===== src/rtl/tpu_result_drain.sv =====
// Purpose: buffers result-SRAM rows in a small FIFO and serialises each row into OUT_WIDTH-bit stream beats.
// Latency: a row written at edge N presents beat 0 right after edge N; one beat per cycle while out_ready is high.
// Backpressure: out_ready=0 freezes the current beat; rows arriving while the FIFO is full are dropped and overflow sticks.
//
// Ports:
//   clk, srst                          clock, asynchronous active-high reset
//   sram_write_enable/waddr/wdata      row write port from tpu_top (lane k at bits [k*OUTPUT_DATA_WIDTH +: OUTPUT_DATA_WIDTH])
//   tpu_done                           end-of-job pulse; turned into drain_done once all accepted rows have left
//   out_valid/ready/data/addr/beat/last  beat stream toward host/DMA
//   fifo_level                         rows held, including the one streaming
//   overflow                           sticky row-drop flag
//   drain_done                         single-cycle completion pulse
module tpu_result_drain #(
  parameter int ARRAY_SIZE        = 32,
  parameter int OUTPUT_DATA_WIDTH = 32,
  parameter int ADDR_WIDTH        = 6,
  parameter int OUT_WIDTH         = 64,
  parameter int FIFO_DEPTH        = 4,
  localparam int ROW_W  = ARRAY_SIZE * OUTPUT_DATA_WIDTH,
  localparam int BEATS  = ROW_W / OUT_WIDTH,
  localparam int BEAT_W = (BEATS > 1) ? $clog2(BEATS) : 1,
  localparam int PTR_W  = (FIFO_DEPTH > 1) ? $clog2(FIFO_DEPTH) : 1,
  localparam int LVL_W  = PTR_W + 1
) (
  input  logic                  clk,
  input  logic                  srst,
  input  logic                  sram_write_enable,
  input  logic [ADDR_WIDTH-1:0] sram_waddr,
  input  logic [ROW_W-1:0]      sram_wdata,
  input  logic                  tpu_done,
  output logic                  out_valid,
  input  logic                  out_ready,
  output logic [OUT_WIDTH-1:0]  out_data,
  output logic [ADDR_WIDTH-1:0] out_addr,
  output logic [BEAT_W-1:0]     out_beat,
  output logic                  out_last,
  output logic [LVL_W-1:0]      fifo_level,
  output logic                  overflow,
  output logic                  drain_done
);

  typedef struct packed {
    logic [ADDR_WIDTH-1:0] addr;
    logic [ROW_W-1:0]      data;
  } row_t;

  typedef enum logic [1:0] {
    S_IDLE,
    S_STREAM,
    S_DONE
  } state_t;

  row_t             mem [FIFO_DEPTH];
  row_t             head;
  logic [PTR_W-1:0] wr_ptr;
  logic [PTR_W-1:0] rd_ptr;
  logic [LVL_W-1:0] level_q;
  logic [LVL_W-1:0] level_d;
  logic [BEAT_W-1:0] beat_q;
  state_t           state_q;
  state_t           state_d;
  logic             done_pending_q;
  logic             done_pending_d;
  logic             overflow_q;

  logic full;
  logic last_beat;
  logic hs;
  logic pop;
  logic push;
  logic drop;
  logic empty_after;
  logic pend_any;

  assign full      = (level_q == LVL_W'(FIFO_DEPTH));
  assign last_beat = (beat_q == BEAT_W'(BEATS - 1));
  assign hs        = (state_q == S_STREAM) && out_ready;
  assign pop       = hs && last_beat;
  // A full FIFO still takes a row when the head leaves on the same edge:
  // the freed slot is exactly the one wr_ptr points at.
  assign push      = sram_write_enable && (!full || pop);
  assign drop      = sram_write_enable && full && !pop;
  assign level_d   = level_q + LVL_W'(push) - LVL_W'(pop);
  assign empty_after = (level_d == '0);
  // tpu_done is folded in directly so completion is judged on this edge,
  // with a same-edge push already counted in level_d.
  assign pend_any  = done_pending_q || tpu_done;

  always_comb begin
    state_d        = state_q;
    done_pending_d = pend_any;
    case (state_q)
      S_IDLE: begin
        if (!empty_after)  state_d = S_STREAM;
        else if (pend_any) state_d = S_DONE;
      end
      S_STREAM: begin
        if (pop && empty_after) state_d = pend_any ? S_DONE : S_IDLE;
      end
      S_DONE: begin
        state_d = S_IDLE;
      end
      default: begin
        state_d = S_IDLE;
      end
    endcase
    if (state_d == S_DONE) done_pending_d = 1'b0;
  end

  always_ff @(posedge clk or posedge srst) begin
    if (srst) begin
      state_q        <= S_IDLE;
      done_pending_q <= 1'b0;
      overflow_q     <= 1'b0;
      wr_ptr         <= '0;
      rd_ptr         <= '0;
      level_q        <= '0;
      beat_q         <= '0;
    end else begin
      state_q        <= state_d;
      done_pending_q <= done_pending_d;
      level_q        <= level_d;
      if (drop) overflow_q <= 1'b1;
      if (push) wr_ptr <= wr_ptr + 1'b1;
      if (pop)  rd_ptr <= rd_ptr + 1'b1;
      if (pop)     beat_q <= '0;
      else if (hs) beat_q <= beat_q + 1'b1;
    end
  end

  // Row storage carries no reset; stale contents are never visible because
  // the payload outputs are gated by out_valid.
  always_ff @(posedge clk) begin
    if (push) mem[wr_ptr] <= '{addr: sram_waddr, data: sram_wdata};
  end

  assign head       = mem[rd_ptr];
  assign out_valid  = (state_q == S_STREAM);
  assign out_data   = out_valid ? head.data[beat_q * OUT_WIDTH +: OUT_WIDTH] : '0;
  assign out_addr   = out_valid ? head.addr : '0;
  assign out_beat   = beat_q;
  assign out_last   = out_valid && last_beat;
  assign fifo_level = level_q;
  assign overflow   = overflow_q;
  assign drain_done = (state_q == S_DONE);

endmodule


===== config.mk =====
export PLATFORM = sky130hd
export DESIGN_NAME = tpu_result_drain
export DESIGN_NICKNAME = d
export VERILOG_FILES = /design/src/rtl/tpu_result_drain.sv
export SDC_FILE = /design/constraint.sdc
export NUM_CORES = 2
export LEC_CHECK = 0
export ABC_AREA = 0
export CAP_MARGIN = 20
export CORE_MARGIN = 10
export CORE_UTILIZATION = 45
export CTS_CLUSTER_SIZE = 16
export DETAILED_ROUTE_END_ITERATION = 10
export DONT_BUFFER_PORTS = 1
export PLACE_DENSITY = 0.63
export SLEW_MARGIN = 20
export SYNTH_ARGS = -nofsm -noshare
export SYNTH_HDL_FRONTEND = slang
export SYNTH_MEMORY_MAX_BITS = 65536
export SYNTH_SLANG_ARGS = --single-unit

===== constraint.sdc =====
create_clock -name clk -period 29.8 [get_ports clk]
set_input_delay 4.47 -clock clk [delete_from_list [all_inputs] [get_ports clk]]
set_output_delay 4.47 -clock clk [all_outputs]
set_load 0.05 [all_outputs]

* Word level (Yosys, flattened, before mapping)
Memories as Yosys holds them, arrays and structs flattened.
Cells that the tools add are included.
** Storage, ports and cells
- Register bits :: 15
- RAM bits :: 4120
- Input bits :: 1035
- Output and inout port bits :: 81
- Word-level logic and storage cells :: 45
- Memories kept :: 1
** Operators by class
- $add $sub $neg :: 5
- Equality and inequality tests :: 5
- Shift operators :: 1
- Mux-type cells :: 12
- Reductions and logical operators :: 14
** Memory list
- mem :: words 4, width 1030, read ports 1, clocked after memory_dff 0, wr ports 1, RTL line 53 : row_t mem [FIFO_DEPTH];
** Operator list (number)
- indexed part select 1024 x 11 -> 64 bit :: 1
- two-way mux 64 bit :: 1
- two-way mux 2 bit :: 4
- two-way mux 4 bit :: 2
- logical AND 1 bit :: 7
- two-way mux 6 bit :: 1
- adder 2 x 1 -> 2 bit (second input constant) :: 2
- adder 4 x 1 -> 4 bit (second input constant) :: 1
- equality test 2 bit (second input constant) :: 2
- equality test 4 bit (second input constant) :: 1
- one-hot mux 2 bit (2 select lines) :: 1
- adder 3 x 1 -> 3 bit :: 1
- equality test 3 bit (second input constant) :: 1
- logical NOT 3 bit :: 1
- two-way mux 1 bit :: 3
- subtractor 3 x 1 -> 3 bit :: 1
- equality test 2 x 1 -> 1 bit (second input constant) :: 1
- logical NOT 1 bit :: 2
- logical NOT 2 bit :: 1
- logical OR 1 bit :: 2
- nonzero test 2 bit :: 1

* Logic depth before layout (Yosys ltp)
- Depth in word-level cells :: 13
- Depth in mapped cells :: 14
- Gate-level depth less buffers :: 14

* Worst setup path before layout
Ideal clock, no wire load.
- Path kind :: in2reg
- Start :: input out_ready
- End :: memory mem[0][0] (netlist bit) (enable)
- Library setup time :: 1.549 ns
- Data arrival time :: 28.499 ns
- Required time :: 28.251 ns
- Slack :: -0.248 ns
- Stages :: 4
- Path buffers :: 0
- Cell sequence :: and3b_1 > nand4_1 > nand3_1 > and3_1
** On the way
- Word-level cells in the longest chain between the ends :: 6
** RTL lines
- from (decl) :: RTL line 32 : input logic out_ready,
- logical AND 1 bit :: RTL line 77 : assign hs = (state_q == S_STREAM) && out_ready;
- logical AND 1 bit :: RTL line 78 : assign pop = hs && last_beat;
- logical OR 1 bit :: RTL line 81 : assign push = sram_write_enable && (!full || pop);
- logical AND 1 bit :: RTL line 81
- two-way mux 1 bit :: RTL line 134 : if (push) mem[wr_ptr] <= '{addr: sram_waddr, data: sram_wdata};
- two-way mux 1 bit (implied by the code) :: RTL line 134
- to (decl) :: RTL line 53
Every way passes these cells.

* Worst setup path after layout
- Start :: register rd_ptr[0]
- End :: output out_data[12]
** On the way
- Word-level cells in the longest chain between the ends :: 3
** RTL lines
- from (decl) :: RTL line 56 : logic [PTR_W-1:0] rd_ptr;
- from (signal assigned) :: RTL line 125 : if (pop) rd_ptr <= rd_ptr + 1'b1;
- memory read (4 x 1030 bit)
- indexed part select 1024 x 11 -> 64 bit :: RTL line 139 : assign out_data = out_valid ? head.data[beat_q * OUT_WIDTH +: OUT_WIDTH] : '0;
- two-way mux 64 bit :: RTL line 139
- to (decl) :: RTL line 33 : output logic [OUT_WIDTH-1:0] out_data,
Every way passes these cells.

==> results.md <==
* I/O Buffers at 0
* Total clock sinks at 4,135
* Vias after detailed routing at 72,000
* Reg-to-Reg Start: out_beat[0]
* R2r endpoint: mem[1][290]
* #FFs+latches synth at 4,135
* Worst setup path class: reg2out
* Synth warn at 0
* R2R cell count at 10
* WP data required at 25,330 ps
* Clock transition at the registers of the reported paths at 60 ps
* Sequential fraction of the synthesis area at 78.6%
* GPL Wtd Cong at 0.795
* DP Worst Slack at 18,210 ps
* Largest cells by area after synthesis: edfxtp_1 (78%), mux4_2 (14%), mux2i_1 (1.6%)
* CORE AREA at 0.349 mm²
* Cts repair resizes at 0
* CTS tree: built
* CTS root buf: clkbuf_16
* Post-DRT Antenna Nets at 0
* Peak Freq at 79.8 MHz
* Slowest Stage Delay on Critical Path at 920 ps
* Final Cycle Share at 42.0%
* Min-Delay Endpoint: done_pending_q
* Wire length per cell at 36.7 µm
* Critical path startpoint category: flop
* Syn Std Cell Area at 0.158 mm²
* Pleak at 54.0 nW
* Initial core utilization at 45.2%
* # nets final at 7,915
* Reg2Reg Setup Slack at 21,740 ps
* Routed WL at 439 mm
* Synth async-reset ratio at 0.363%
* Syn nets at 7,689
* Row cnt at 217
* Total gr overflow at 0
* DRT iter0 DRCs at 7,661
* Hold crit path type: reg2reg
* CTS max path bufs at 4
* CP max stage cell: dfrtp_4
* Overall Global Routing Usage at 22.8%
* Post-synth EDFFs at 4,120
* Pwr Density at 104 mW/mm²
* Syn Inst Count at 6,646
* Worst Hold Launch: done_pending_q
* Post-CTS Hold Buffers at 0
* Syn avg cell area at 23.8 µm²
* Post-layout min period at 12,530 ps
* Most used cell, CP: buf_4
* Post-CTS Setup Bufs at 0
* Die Y at 612 µm
* Top-level port count at 1,116
* Area share of the largest cell type after synthesis at 78.4%
* DRC Markers at 0
* Hold Fails Final Rpt at 0
* Crit. End Element: output port
* Synth area leader: edfxtp_1
* Share of cells above drive strength 1 at 27.0%
* Actual slew at the worst max-slew pin at 1380 ps
* Antenna violations before repair at 84
* Peak VDD IR at 0.108 mV
* Hpwl dp at 290 mm
* Tot Pwr at 18.4 mW
* Count leader, synth: edfxtp_1
* Outcome: completed
* CP max FO at 97
* Area grow syn2layout at 12.0%
* Max cap viols at 0
* Post-DR vias/cell at 6.02
* Worst-path cell chain: buf_4 > buf_4 > buf_12 > buf_4 > buf_4 > mux2i_1 > a221oi_1 > a21oi_1 > o21ai_0 > a31o_1
* Worst Path Arrival at 8060 ps
* Final Skew at 71.1 ps
* TritonCTS buffer count at 415
* Vias in the first global route at 73,900
* Worst Hold Depth at 2
* Final Max Tran Viols at 0
* Final setup fails at 0
* Worst skew pair latency at 960 ps
* # fillers at 26,800
* Die W at 612 µm
* Max_slew headroom at 7.69%
* Synth cell types at 55
* Setup ws final at 17,270 ps
* Die area at 0.375 mm²
* TritonRoute pass-1 iters at 6
* Top cells by count, synth: edfxtp_1 (4,120), mux4_2 (984), mux2i_1 (251)
* RSZ-0062 raised after global routing: false
* Main synth FF type: edfxtp_1
* First-pass GRT wire length at 601 mm
* Largest net degree at the start of global routing at 154
* H-tree levels at 5
-- worst max path at each step --
stage	to	slack, ps	start	depth (start not counted)
after floorplan	mem[2][0]	-250	out_ready	4
after global placement	out_data[19]	17820	rd_ptr[0]	11
after detailed placement	out_data[12]	18210	rd_ptr[0]	10
after CTS	out_data[12]	17100	rd_ptr[0]	10
after global routing	out_data[12]	16620	rd_ptr[0]	10
final	out_data[12]	17270	rd_ptr[0]	10
-- worst max-delay path: cells and delay by family, from the launching register on --
kind            cells  cell delay [ps]
flops               1              920
buf+inv             5             3540
compound gates      4             2100
mux                 1              170
-- layout make-up --
cell class / count / area [µm²] / area share [%]
Antenna cell: 158 / 395 / 0.224
Clock buffer: 514 / 10900 / 6.18
Clock inverter: 225 / 2030 / 1.15
Inverter: 9 / 41.3 / 0.0233
Multi-Input combinational cell: 2122 / 31800 / 18.0
Sequential cell: 4135 / 124000 / 70.2
Tap cell: 4599 / 5750 / 3.25
Timing Repair Buffer: 189 / 1760 / 0.993
-- cells in the final DEF, fill, tap and decap left out, types with 7 or more instances in the layout --
cell | netlist | routed
clkinvlp_4 | 0 | 8
a21oi_1 | 41 | 40
a211oi_1 | 18 | 18
inv_6 | 0 | 10
clkinv_2 | 0 | 48
buf_4 | 67 | 155
a221oi_2 | 0 | 14
a31oi_1 | 12 | 12
nor2b_1 | 17 | 11
nand2b_1 | 19 | 18
a32oi_1 | 14 | 14
clkbuf_16 | 0 | 423
a221oi_1 | 100 | 85
mux4_2 | 984 | 984
buf_12 | 0 | 22
o221ai_1 | 73 | 73
o211ai_1 | 10 | 10
o21ai_0 | 65 | 61
nand3_1 | 23 | 23
nand2_1 | 77 | 75
edfxtp_1 | 4120 | 4120
o22ai_1 | 51 | 51
diode_2 | 0 | 158
ha_1 | 7 | 7
inv_1 | 8 | 8
clkinv_1 | 0 | 111
bufinv_16 | 0 | 31
a22oi_1 | 46 | 46
clkbuf_1 | 125 | 91
mux2i_1 | 251 | 251
dfrtp_1 | 15 | 10
and2_1 | 9 | 8
nor2_1 | 11 | 8
a31o_1 | 42 | 42
mux2_2 | 172 | 172
a31o_2 | 9 | 9
nor3_1 | 9 | 9
-- state kept, by name (all words and copies together), names as in the netlist --
name / count
mem: 4120
overflow: 1
done_pending_q: 1
rd_ptr: 2
fifo_level: 3
wr_ptr: 2
state_q: 2
out_beat: 4
-- cells by family (layout without fill, tap and decap cells) --
family / count (synthesis) / count (layout) / share of synthesized area (%)
AO/OA/AOI/OAI: 506 / 506 / 2.40
XOR/XNOR: 6 / 6 / 0.0333
adder cells (fa/ha/maj): 8 / 8 / 0.0682
buffers and inverters: 389 / 937 / 1.36
flip-flops: 4135 / 4135 / 78.6
multiplexers: 1415 / 1415 / 16.9
other: 0 / 158 / 0
AND/OR/NAND/NOR: 187 / 187 / 0.596
-- through the flow --
step	TNS (ps)	hold WS (ps)	instances	instance area (µm²)	utilization, %
2_1_floorplan	-505610	447	6646	158000	-
3_3_place_gp	0	468	11000	163000	46.8
3_5_place_dp	0	480	11100	163000	46.8
4_1_cts	0	494	11800	176000	50.5
5_1_grt	0	544	11900	177000	50.6
6_report	0	491	12000	177000	50.6
-- per-layer routing --
layer / vias up / share of wire, % / GRT usage [%]
met5: - / 0.013 / 0
met4: 10 / 4.3 / 9.73
li1: 29400 / - / -
met1: 39000 / 34 / 26.4
met2: 2957 / 51 / 38.6
met3: 604 / 10 / 8.20
-- where the power goes --
part           leakage, nW  switching, mW  internal [mW]
combinational         9.79           3.55           1.94
clock                 6.30           2.13           2.86
sequential            37.9          0.270           7.69
No activity file was read; power rests on OpenSTA's default activity.
